$ cat config.mk
export PLATFORM = sky130hd
export DESIGN_NAME = mem_port_arbiter
export DESIGN_NICKNAME = d
export VERILOG_FILES = /design/src/rtl/mem_port_arbiter_pkg.sv /design/src/rtl/mem_port_arbiter_rr.sv /design/src/rtl/mem_port_arbiter.sv
export SDC_FILE = /design/constraint.sdc
export NUM_CORES = 1
export LEC_CHECK = 0
export ABC_CLOCK_PERIOD_IN_PS = 2150
export CAP_MARGIN = 20
export CORE_AREA = 2 2 123 125
export DETAILED_ROUTE_END_ITERATION = 16
export DIE_AREA = 0 0 125 127
export PLACE_DENSITY_LB_ADDON = 0.2
export SLEW_MARGIN = 20
export SYNTH_ARGS = -nofsm -noshare
export SYNTH_HDL_FRONTEND = slang
export SYNTH_SLANG_ARGS = --single-unit
export TNS_END_PERCENT = 100
$ cat constraint.sdc
create_clock -name clk -period 2.15 [get_ports clk]
set_input_delay 0.215 -clock clk [delete_from_list [all_inputs] [get_ports clk]]
set_output_delay 0.215 -clock clk [all_outputs]
set_load 0.02 [all_outputs]
$ cat src/rtl/mem_port_arbiter_pkg.sv
// Shared types for the data-memory port arbiter: FSM states, request/response
// records and the default WAIT timeout used when ARB_TIMEOUT_EN is defined.
package mem_arb_pkg;

    localparam int ARB_AW              = 32;
    localparam int ARB_DW              = 32;
    localparam int ARB_MW              = ARB_DW / 8;
    localparam int ARB_TIMEOUT_DEFAULT = 255;

    typedef enum logic [1:0] {
        IDLE = 2'd0,
        ADDR = 2'd1,
        WAIT = 2'd2,
        RESP = 2'd3
    } arb_state_e;

    typedef struct packed {
        logic [ARB_AW-1:0] addr;
        logic              wen;
        logic [ARB_DW-1:0] wdata;
        logic [ARB_MW-1:0] wmask;
    } mem_req_t;

    typedef struct packed {
        logic [ARB_DW-1:0] rdata;
        logic              err;
    } mem_rsp_t;

endpackage

$ cat src/rtl/mem_port_arbiter_rr.sv
// Two-way round-robin picker: a lone valid requester wins, on a tie the one
// that was not granted last time wins.
module mem_arb_rr (
    input  logic [1:0] valid_i,
    input  logic       last_gnt_i,
    output logic [1:0] gnt_o,
    output logic       gnt_id_o
);

    always_comb begin
        gnt_id_o = (valid_i == 2'b11) ? ~last_gnt_i : valid_i[1];
        gnt_o    = 2'b00;
        if (|valid_i) begin
            gnt_o[gnt_id_o] = 1'b1;
        end
    end

endmodule

$ cat src/rtl/mem_port_arbiter.sv
// Shares one data-memory port between fetch (m0) and load/store (m1), one
// transaction at a time. Define ARB_TIMEOUT_EN to bound the WAIT state.
module mem_port_arbiter
    import mem_arb_pkg::*;
#(
    parameter int AW      = ARB_AW,
    parameter int DW      = ARB_DW,
    parameter int TIMEOUT = ARB_TIMEOUT_DEFAULT
) (
    input  logic            clk,
    input  logic            rst,
    input  logic            m0_req_valid,
    output logic            m0_req_ready,
    input  logic [AW-1:0]   m0_req_addr,
    input  logic            m0_req_wen,
    input  logic [DW-1:0]   m0_req_wdata,
    input  logic [DW/8-1:0] m0_req_wmask,
    output logic            m0_rsp_valid,
    input  logic            m0_rsp_ready,
    output logic [DW-1:0]   m0_rsp_rdata,
    output logic            m0_rsp_err,
    input  logic            m1_req_valid,
    output logic            m1_req_ready,
    input  logic [AW-1:0]   m1_req_addr,
    input  logic            m1_req_wen,
    input  logic [DW-1:0]   m1_req_wdata,
    input  logic [DW/8-1:0] m1_req_wmask,
    output logic            m1_rsp_valid,
    input  logic            m1_rsp_ready,
    output logic [DW-1:0]   m1_rsp_rdata,
    output logic            m1_rsp_err,
    output logic            s_req_valid,
    input  logic            s_req_ready,
    output logic [AW-1:0]   s_req_addr,
    output logic            s_req_wen,
    output logic [DW-1:0]   s_req_wdata,
    output logic [DW/8-1:0] s_req_wmask,
    input  logic            s_rsp_valid,
    input  logic [DW-1:0]   s_rsp_rdata,
    input  logic            s_rsp_err,
    output logic            busy
);

    arb_state_e state_q;
    mem_req_t   req_q, req_d;
    mem_rsp_t   rsp_q;
    logic       last_gnt_q, owner_q, s_req_valid_q, busy_q;
    logic [1:0] rsp_valid_q;
    logic [1:0] gnt;
    logic       gnt_id, rsp_ready_own, timed_out;

    mem_arb_rr u_rr (
        .valid_i    ({m1_req_valid, m0_req_valid}),
        .last_gnt_i (last_gnt_q),
        .gnt_o      (gnt),
        .gnt_id_o   (gnt_id)
    );

    // Ready is qualified by rst so every output reads 0 while reset is held.
    assign m0_req_ready  = rst && (state_q == IDLE) && gnt[0];
    assign m1_req_ready  = rst && (state_q == IDLE) && gnt[1];
    assign rsp_ready_own = owner_q ? m1_rsp_ready : m0_rsp_ready;

    always_comb begin
        req_d.addr  = gnt_id ? ARB_AW'(m1_req_addr)  : ARB_AW'(m0_req_addr);
        req_d.wen   = gnt_id ? m1_req_wen            : m0_req_wen;
        req_d.wdata = gnt_id ? ARB_DW'(m1_req_wdata) : ARB_DW'(m0_req_wdata);
        req_d.wmask = gnt_id ? ARB_MW'(m1_req_wmask) : ARB_MW'(m0_req_wmask);
    end

`ifdef ARB_TIMEOUT_EN
    localparam int CW = ($clog2(TIMEOUT + 1) > 8) ? $clog2(TIMEOUT + 1) : 8;
    logic [CW-1:0] cnt_q;

    // Held at zero outside WAIT, so it starts from 0 on every WAIT entry.
    always_ff @(posedge clk or negedge rst) begin
        if (!rst) begin
            cnt_q <= '0;
        end else if (state_q == WAIT) begin
            cnt_q <= cnt_q + 1'b1;
        end else begin
            cnt_q <= '0;
        end
    end
    assign timed_out = (cnt_q == CW'(TIMEOUT));
`else
    assign timed_out = 1'b0;
    if (TIMEOUT < 0) begin : g_timeout_unused
    end
`endif

    always_ff @(posedge clk or negedge rst) begin
        if (!rst) begin
            state_q       <= IDLE;
            last_gnt_q    <= 1'b1;
            owner_q       <= 1'b0;
            req_q         <= '0;
            rsp_q         <= '0;
            s_req_valid_q <= 1'b0;
            rsp_valid_q   <= 2'b00;
            busy_q        <= 1'b0;
        end else begin
            case (state_q)
                IDLE: if (|gnt) begin
                    req_q         <= req_d;
                    owner_q       <= gnt_id;
                    s_req_valid_q <= 1'b1;
                    busy_q        <= 1'b1;
                    state_q       <= ADDR;
                end
                ADDR: if (s_req_ready) begin
                    s_req_valid_q <= 1'b0;
                    state_q       <= WAIT;
                end
                WAIT: if (s_rsp_valid) begin
                    rsp_q.rdata           <= req_q.wen ? '0 : ARB_DW'(s_rsp_rdata);
                    rsp_q.err             <= s_rsp_err;
                    rsp_valid_q[owner_q]  <= 1'b1;
                    state_q               <= RESP;
                end else if (timed_out) begin
                    rsp_q.rdata           <= '0;
                    rsp_q.err             <= 1'b1;
                    rsp_valid_q[owner_q]  <= 1'b1;
                    state_q               <= RESP;
                end
                RESP: if (rsp_ready_own) begin
                    rsp_valid_q <= 2'b00;
                    last_gnt_q  <= owner_q;
                    busy_q      <= 1'b0;
                    state_q     <= IDLE;
                end
                default: state_q <= IDLE;
            endcase
        end
    end

    assign s_req_valid  = s_req_valid_q;
    assign s_req_addr   = req_q.addr[AW-1:0];
    assign s_req_wen    = req_q.wen;
    assign s_req_wdata  = req_q.wdata[DW-1:0];
    assign s_req_wmask  = req_q.wmask[DW/8-1:0];
    assign m0_rsp_valid = rsp_valid_q[0];
    assign m1_rsp_valid = rsp_valid_q[1];
    assign m0_rsp_rdata = rsp_valid_q[0] ? rsp_q.rdata[DW-1:0] : '0;
    assign m1_rsp_rdata = rsp_valid_q[1] ? rsp_q.rdata[DW-1:0] : '0;
    assign m0_rsp_err   = rsp_valid_q[0] && rsp_q.err;
    assign m1_rsp_err   = rsp_valid_q[1] && rsp_q.err;
    assign busy         = busy_q;

    // A response while the request is still being offered breaks the protocol.
    assert property (@(posedge clk) disable iff (!rst) !(state_q == ADDR && s_rsp_valid));

endmodule

# Yosys cells after proc, flatten, opt, wreduce, memory -nomap -nowiden
# Cells that the tools add are included.
dict set report totals {
  register_bits 110
  input_bits 179
  out_inout_bits 141
  elab_cells 72
}
dict set report op_classes {
  n_lt_le_gt_ge 4
  eq_ne 8
  n_mux 26
  bitwise 2
  n_reduce_logical 20
}
# op count
set op_table {}
lappend op_table {{32-bit 2-to-1 mux} 5}
lappend op_table {{2-bit 2-to-1 mux} 6}
lappend op_table {{3-bit AND reduction} 3}
lappend op_table {{1-bit 2-to-1 mux} 8}
lappend op_table {{2-bit case mux with 4 select lines} 1}
lappend op_table {{1-bit logical AND} 7}
lappend op_table {{2-bit == test (second input constant)} 3}
lappend op_table {{2-bit != test (second input constant)} 3}
lappend op_table {{2-bit AND reduction} 3}
lappend op_table {{2-bit nonzero test} 3}
lappend op_table {{1-bit by 2-bit less-than comparator with 1-bit output (second input constant)} 2}
lappend op_table {{4-bit 2-to-1 mux} 1}
lappend op_table {{1-bit case mux with 2 select lines} 2}
lappend op_table {{2-bit case mux with 2 select lines} 1}
lappend op_table {{4-bit AND reduction} 1}
lappend op_table {{2-bit OR reduction} 2}
lappend op_table {{1-bit demux with 1-bit select} 2}
lappend op_table {{2-bit by 1-bit == test with 1-bit output (second input constant)} 1}
lappend op_table {{1-bit >= comparator (second input constant)} 2}
lappend op_table {{2-bit logical NOT} 1}
lappend op_table {{2-bit by 1-bit != test with 1-bit output (second input constant)} 1}
lappend op_table {{2-bit bitwise OR} 1}
lappend op_table {{1-bit inverter} 1}

# Logic depth before layout (Yosys ltp)
dict set report depth {
  ltp_word 10
  mapped_depth 8
  ltp_nobuf 5
}

# Cells and area by module
# A second synthesis with hierarchy kept.
dict set report unflattened {
  hier_cells 562
  area_unflattened_um2 5425.2
}
# module n_inst cells_per_inst area_per_inst_um2 seq_area_each_um2
set by_module_without_submodules {}
lappend by_module_without_submodules {mem_port_arbiter 1 558 5398.9 2753.9}
lappend by_module_without_submodules {mem_arb_rr 1 4 26.3 0.0}

# Worst setup path after synthesis
# OpenSTA, ideal clock, no wires.
dict set report synth_timing {
  kind {register to output}
  start {register state_q[0]}
  end {output port m0_req_ready}
  arrival_time_ps 1700
  t_required_ps 1935
  path_slack_ps 235
  stages_incl_launch_ff 7
  n_path_buf 2
  path_cell_list {dfrtp_1 -> inv_1 -> ha_1 -> o21ai_1 -> buf_2 -> buf_1 -> nor3b_1}
}
dict set report synth_via {
  elab_chain_cells 3
}
# item line_no
set synth_lines {}
lappend synth_lines {{from (decl)} mem_port_arbiter.sv:44} ;# arb_state_e state_q;
lappend synth_lines {{from (signal assigned)} mem_port_arbiter.sv:94} ;# state_q <= IDLE;
lappend synth_lines {{from (signal assigned)} mem_port_arbiter.sv:109} ;# state_q <= ADDR;
lappend synth_lines {{from (signal assigned)} mem_port_arbiter.sv:113} ;# state_q <= WAIT;
lappend synth_lines {{2-bit logical NOT} mem_port_arbiter.sv:60} ;# assign m0_req_ready = rst && (state_q == IDLE) && gnt[0];
lappend synth_lines {{1-bit logical AND (2 in a row)} mem_port_arbiter.sv:60}
lappend synth_lines {{to (decl)} mem_port_arbiter.sv:13} ;# output logic m0_req_ready,
# No other way between the ends.

# Worst setup path in the final report
dict set report layout_timing {
  start {register rsp_valid_q[0]}
  end {output port m0_rsp_rdata[24]}
}
dict set report layout_via {
  elab_chain_cells 1
}
# item line_no
set layout_lines {}
lappend layout_lines {{from (decl)} mem_port_arbiter.sv:48} ;# logic [1:0] rsp_valid_q;
lappend layout_lines {{from (signal assigned)} mem_port_arbiter.sv:100} ;# rsp_valid_q <= 2'b00;
lappend layout_lines {{from (signal, indexed assignment)} mem_port_arbiter.sv:118} ;# rsp_valid_q[owner_q] <= 1'b1;
lappend layout_lines {{from (signal, indexed assignment)} mem_port_arbiter.sv:123} ;# rsp_valid_q[owner_q] <= 1'b1;
lappend layout_lines {{32-bit 2-to-1 mux} mem_port_arbiter.sv:144} ;# assign m0_rsp_rdata = rsp_valid_q[0] ? rsp_q.rdata[DW-1:0] : '0;
lappend layout_lines {{to (decl)} mem_port_arbiter.sv:20} ;# output logic [DW-1:0] m0_rsp_rdata,
# No other way between the ends.

==> impl_metrics.json <==
{
  "status": "finished, final reports clean",
  "required_ps": 1930,
  "synth_cell_types": 27,
  "top_layer": "met4",
  "nFillCells": 1187,
  "ys_seq_area_frac": 0.507,
  "die_w_microns": 125,
  "grtUsageTotal": 0.213,
  "gp_congestion": 0.837,
  "endpoint_kind": "output pin",
  "setup_violations": 0,
  "r2r_end": "state_q[1]",
  "wl_per_cell_microns": 16.2,
  "setup.worst_path.class": "reg2out",
  "critPathLaunchType": "flop",
  "grt_max_degree": 139,
  "synth.avg_cell_area_sq_um": 9.72,
  "drc": 0,
  "hold_viol": 0,
  "area_delta_synth_final_pct": 68.8,
  "yosysWarnings": 0,
  "dieArea_sq_um": 15900,
  "diodes": 0,
  "grt_pass1_vias": 5159,
  "tightest_slew_ps": 542,
  "crit_cells": 3,
  "dr_wl_met2_microns": 8440,
  "final_area_sq_um": 9170,
  "syn_area_sq_um": 5430,
  "arrival_ps": 1810,
  "htreeDepth": 3,
  "overflow": 0,
  "cts_tree": "yes",
  "crit_chain": "buf_4 > and2_1 > clkdlybuf4s50_1",
  "final_cell_mix": "316 x clkdlybuf4s50_1, 109 x dfrtp_1, 103 x nand2_1",
  "pin_count": 320,
  "clkLatencyLatePin_ps": 340,
  "finClkSkew_ps": 3.55,
  "synth_cells": 559,
  "critPathBufInv": 2,
  "clk_root_buffer_cell": "clkbuf_16",
  "drv_cap": 0,
  "crit_start": "rsp_valid_q[0]",
  "core_sq_um": 14400,
  "final_common_cell": "clkdlybuf4s50_1",
  "fmax_mhz": 494,
  "power.leakage_nw": 4.02,
  "met3_length_microns": 1250,
  "setup-tns-final_ps": 0,
  "die_h_microns": 127,
  "cts_max_path_buffers": 2,
  "peakVddDrop_mv": 0.686,
  "power_density_nw_per_um2": 1420,
  "hpwl_microns": 13100,
  "syn-num-nets": 743,
  "antenna_found_initial": 0,
  "clk_pin_slew_ps": 70,
  "critPathSlowestCell": "clkdlybuf4s50_1",
  "via_count": 4999,
  "crit_end": "m0_rsp_rdata[24]",
  "vias_per_cell": 4.76,
  "nets": 1047,
  "place_area_sq_um": 8820,
  "synth_area_leaders": "dfrtp_1 50%, mux2i_1 13%, o21ai_1 7.6%",
  "timing.final.crit_share": 0.941,
  "drive_gt1_frac": 0.0415,
  "yosysTopAreaCellShare": 0.502,
  "first_pass_iters": 4,
  "start_util": 0.377,
  "max_stage_delay_ps": 620,
  "dp.cells": 1035,
  "path_max_fanout": 34,
  "crit_family": "buffers and inverters",
  "io_buffers": 319,
  "rsz0062_at_grt": "no",
  "grt_pass1_wl_microns": 26800,
  "drtIter0Drc": 216,
  "r2r-start": "state_q[0]",
  "wl_met1_microns": 6800,
  "cts_made_buffers": 9,
  "routed_wirelength_microns": 17000,
  "slew_headroom": 0.638,
  "rows": 44,
  "synth.ff_latch_count": 110,
  "reg2reg_depth": 6,
  "reg2reg_setup_slack_ps": 280,
  "drt.antenna.violating_nets": 0,
  "period_needed_ps": 2020,
  "cts_sinks": 110,
  "yosys.area.top_type": "dfrtp_1",
  "final_cell_count_no_fill": 1051,
  "drv_slew": 0,
  "worstHoldPathType": "in2async"
}
==> state kept, by name (all words and copies together) (netlist names) <==
name / count
rsp_valid_q: 2
state_q: 2
owner_q: 1
last_gnt_q: 1
s_req_valid: 1
s_req_wmask: 4
busy: 1
s_req_addr: 32
s_req_wdata: 32
s_req_wen: 1
rsp_q: 33
==> per-stage QoR <==
step | hold WS (ps) | total power (W) | utilization | worst slack [ps]
2_1_floorplan | -80.6 | 0.00764 | - | 235
3_3_place_gp | 104 | 0.0111 | 0.612 | 71.1
3_5_place_dp | 102 | 0.0113 | 0.612 | 58.3
4_1_cts | 355 | 0.0132 | 0.636 | 38.1
5_1_grt | 375 | 0.0139 | 0.636 | 17.3
6_report | 352 | 0.0130 | 0.636 | 126
==> synthesized netlist by cell type <==
| library cell | number |
|---|---|
| nand2b_1 | 32 |
| inv_1 | 4 |
| nor2b_1 | 2 |
| a21oi_1 | 4 |
| mux2i_1 | 72 |
| buf_2 | 4 |
| and3_1 | 1 |
| nor2_1 | 4 |
| clkbuf_1 | 23 |
| o21ai_0 | 21 |
| nor3b_1 | 2 |
| nand2_1 | 104 |
| o2bb2ai_1 | 2 |
| a21boi_1 | 1 |
| dfstp_2 | 1 |
| mux2_4 | 1 |
| a31oi_1 | 2 |
| buf_4 | 8 |
| buf_1 | 4 |
| o21ai_1 | 83 |
| ha_1 | 5 |
| dfrtp_1 | 109 |
| and2_1 | 66 |
| mux2_2 | 1 |
| or2_1 | 1 |
| o21a_1 | 1 |
| a2111oi_4 | 1 |
==> layer usage <==
metal | vias to the layer above | track usage
met3 | 29 | 0.0607
li1 | 2462 | -
met2 | 208 | 0.370
met5 | - | 0
met1 | 2300 | 0.249
met4 | 0 | 0.0837
==> kinds of logic after synthesis <==
logic type | synth area share
and+or+nand+nor | 0.195
adders and majority gates | 0.0115
AOI/OAI and AO/OA | 0.113
DFF | 0.507
muxes | 0.138
buffers and inverters | 0.0362
==> final cells by class <==
cell class                 instances  area, sq um  share of cell area
multi-input combinational        406         2510               0.274
timing repair buffer             332         3320               0.362
inverter                           4         15.0             0.00164
tap                              184          230              0.0251
clock inverter                     4         95.1              0.0104
clock buffer                      11          243              0.0265
sequential                       110         2750               0.300
==> worst min path at each step <==
stage	to	start
finish	s_req_wmask[1]	rst
global route	s_req_wmask[1]	rst
CTS	s_req_wmask[1]	rst
detailed placement	s_req_wmask[1]	rst
global placement	s_req_wmask[2]	rst
floorplan	busy	rst
==> power by group <==
group	switching [W]	leakage, nW	total [W]	internal, W
Clock	0.000723	0.166	0.00189	0.00116
Combinational	0.00384	2.48	0.00745	0.00361
Sequential	0.000611	1.37	0.00370	0.00309
Total	0.00517	4.02	0.0130	0.00787
==> worst register-to-register path: stages (launching register included) <==
cell and delay [ps]:
dfrtp_1 390, inv_1 100, ha_2 240, nor3b_1 150
buf_4 160, a2111oi_4 390, mux2_4 330
==> what timing repair did <==
item                                    4_1_cts  5_1_grt
endpoints found under the setup margin        2        1
gates resized for setup                       2        4
hold buffers                                  1        0
endpoints found under the hold margin        14        0
setup buffers                                 0        0
No activity file was read; power rests on OpenSTA's default activity.
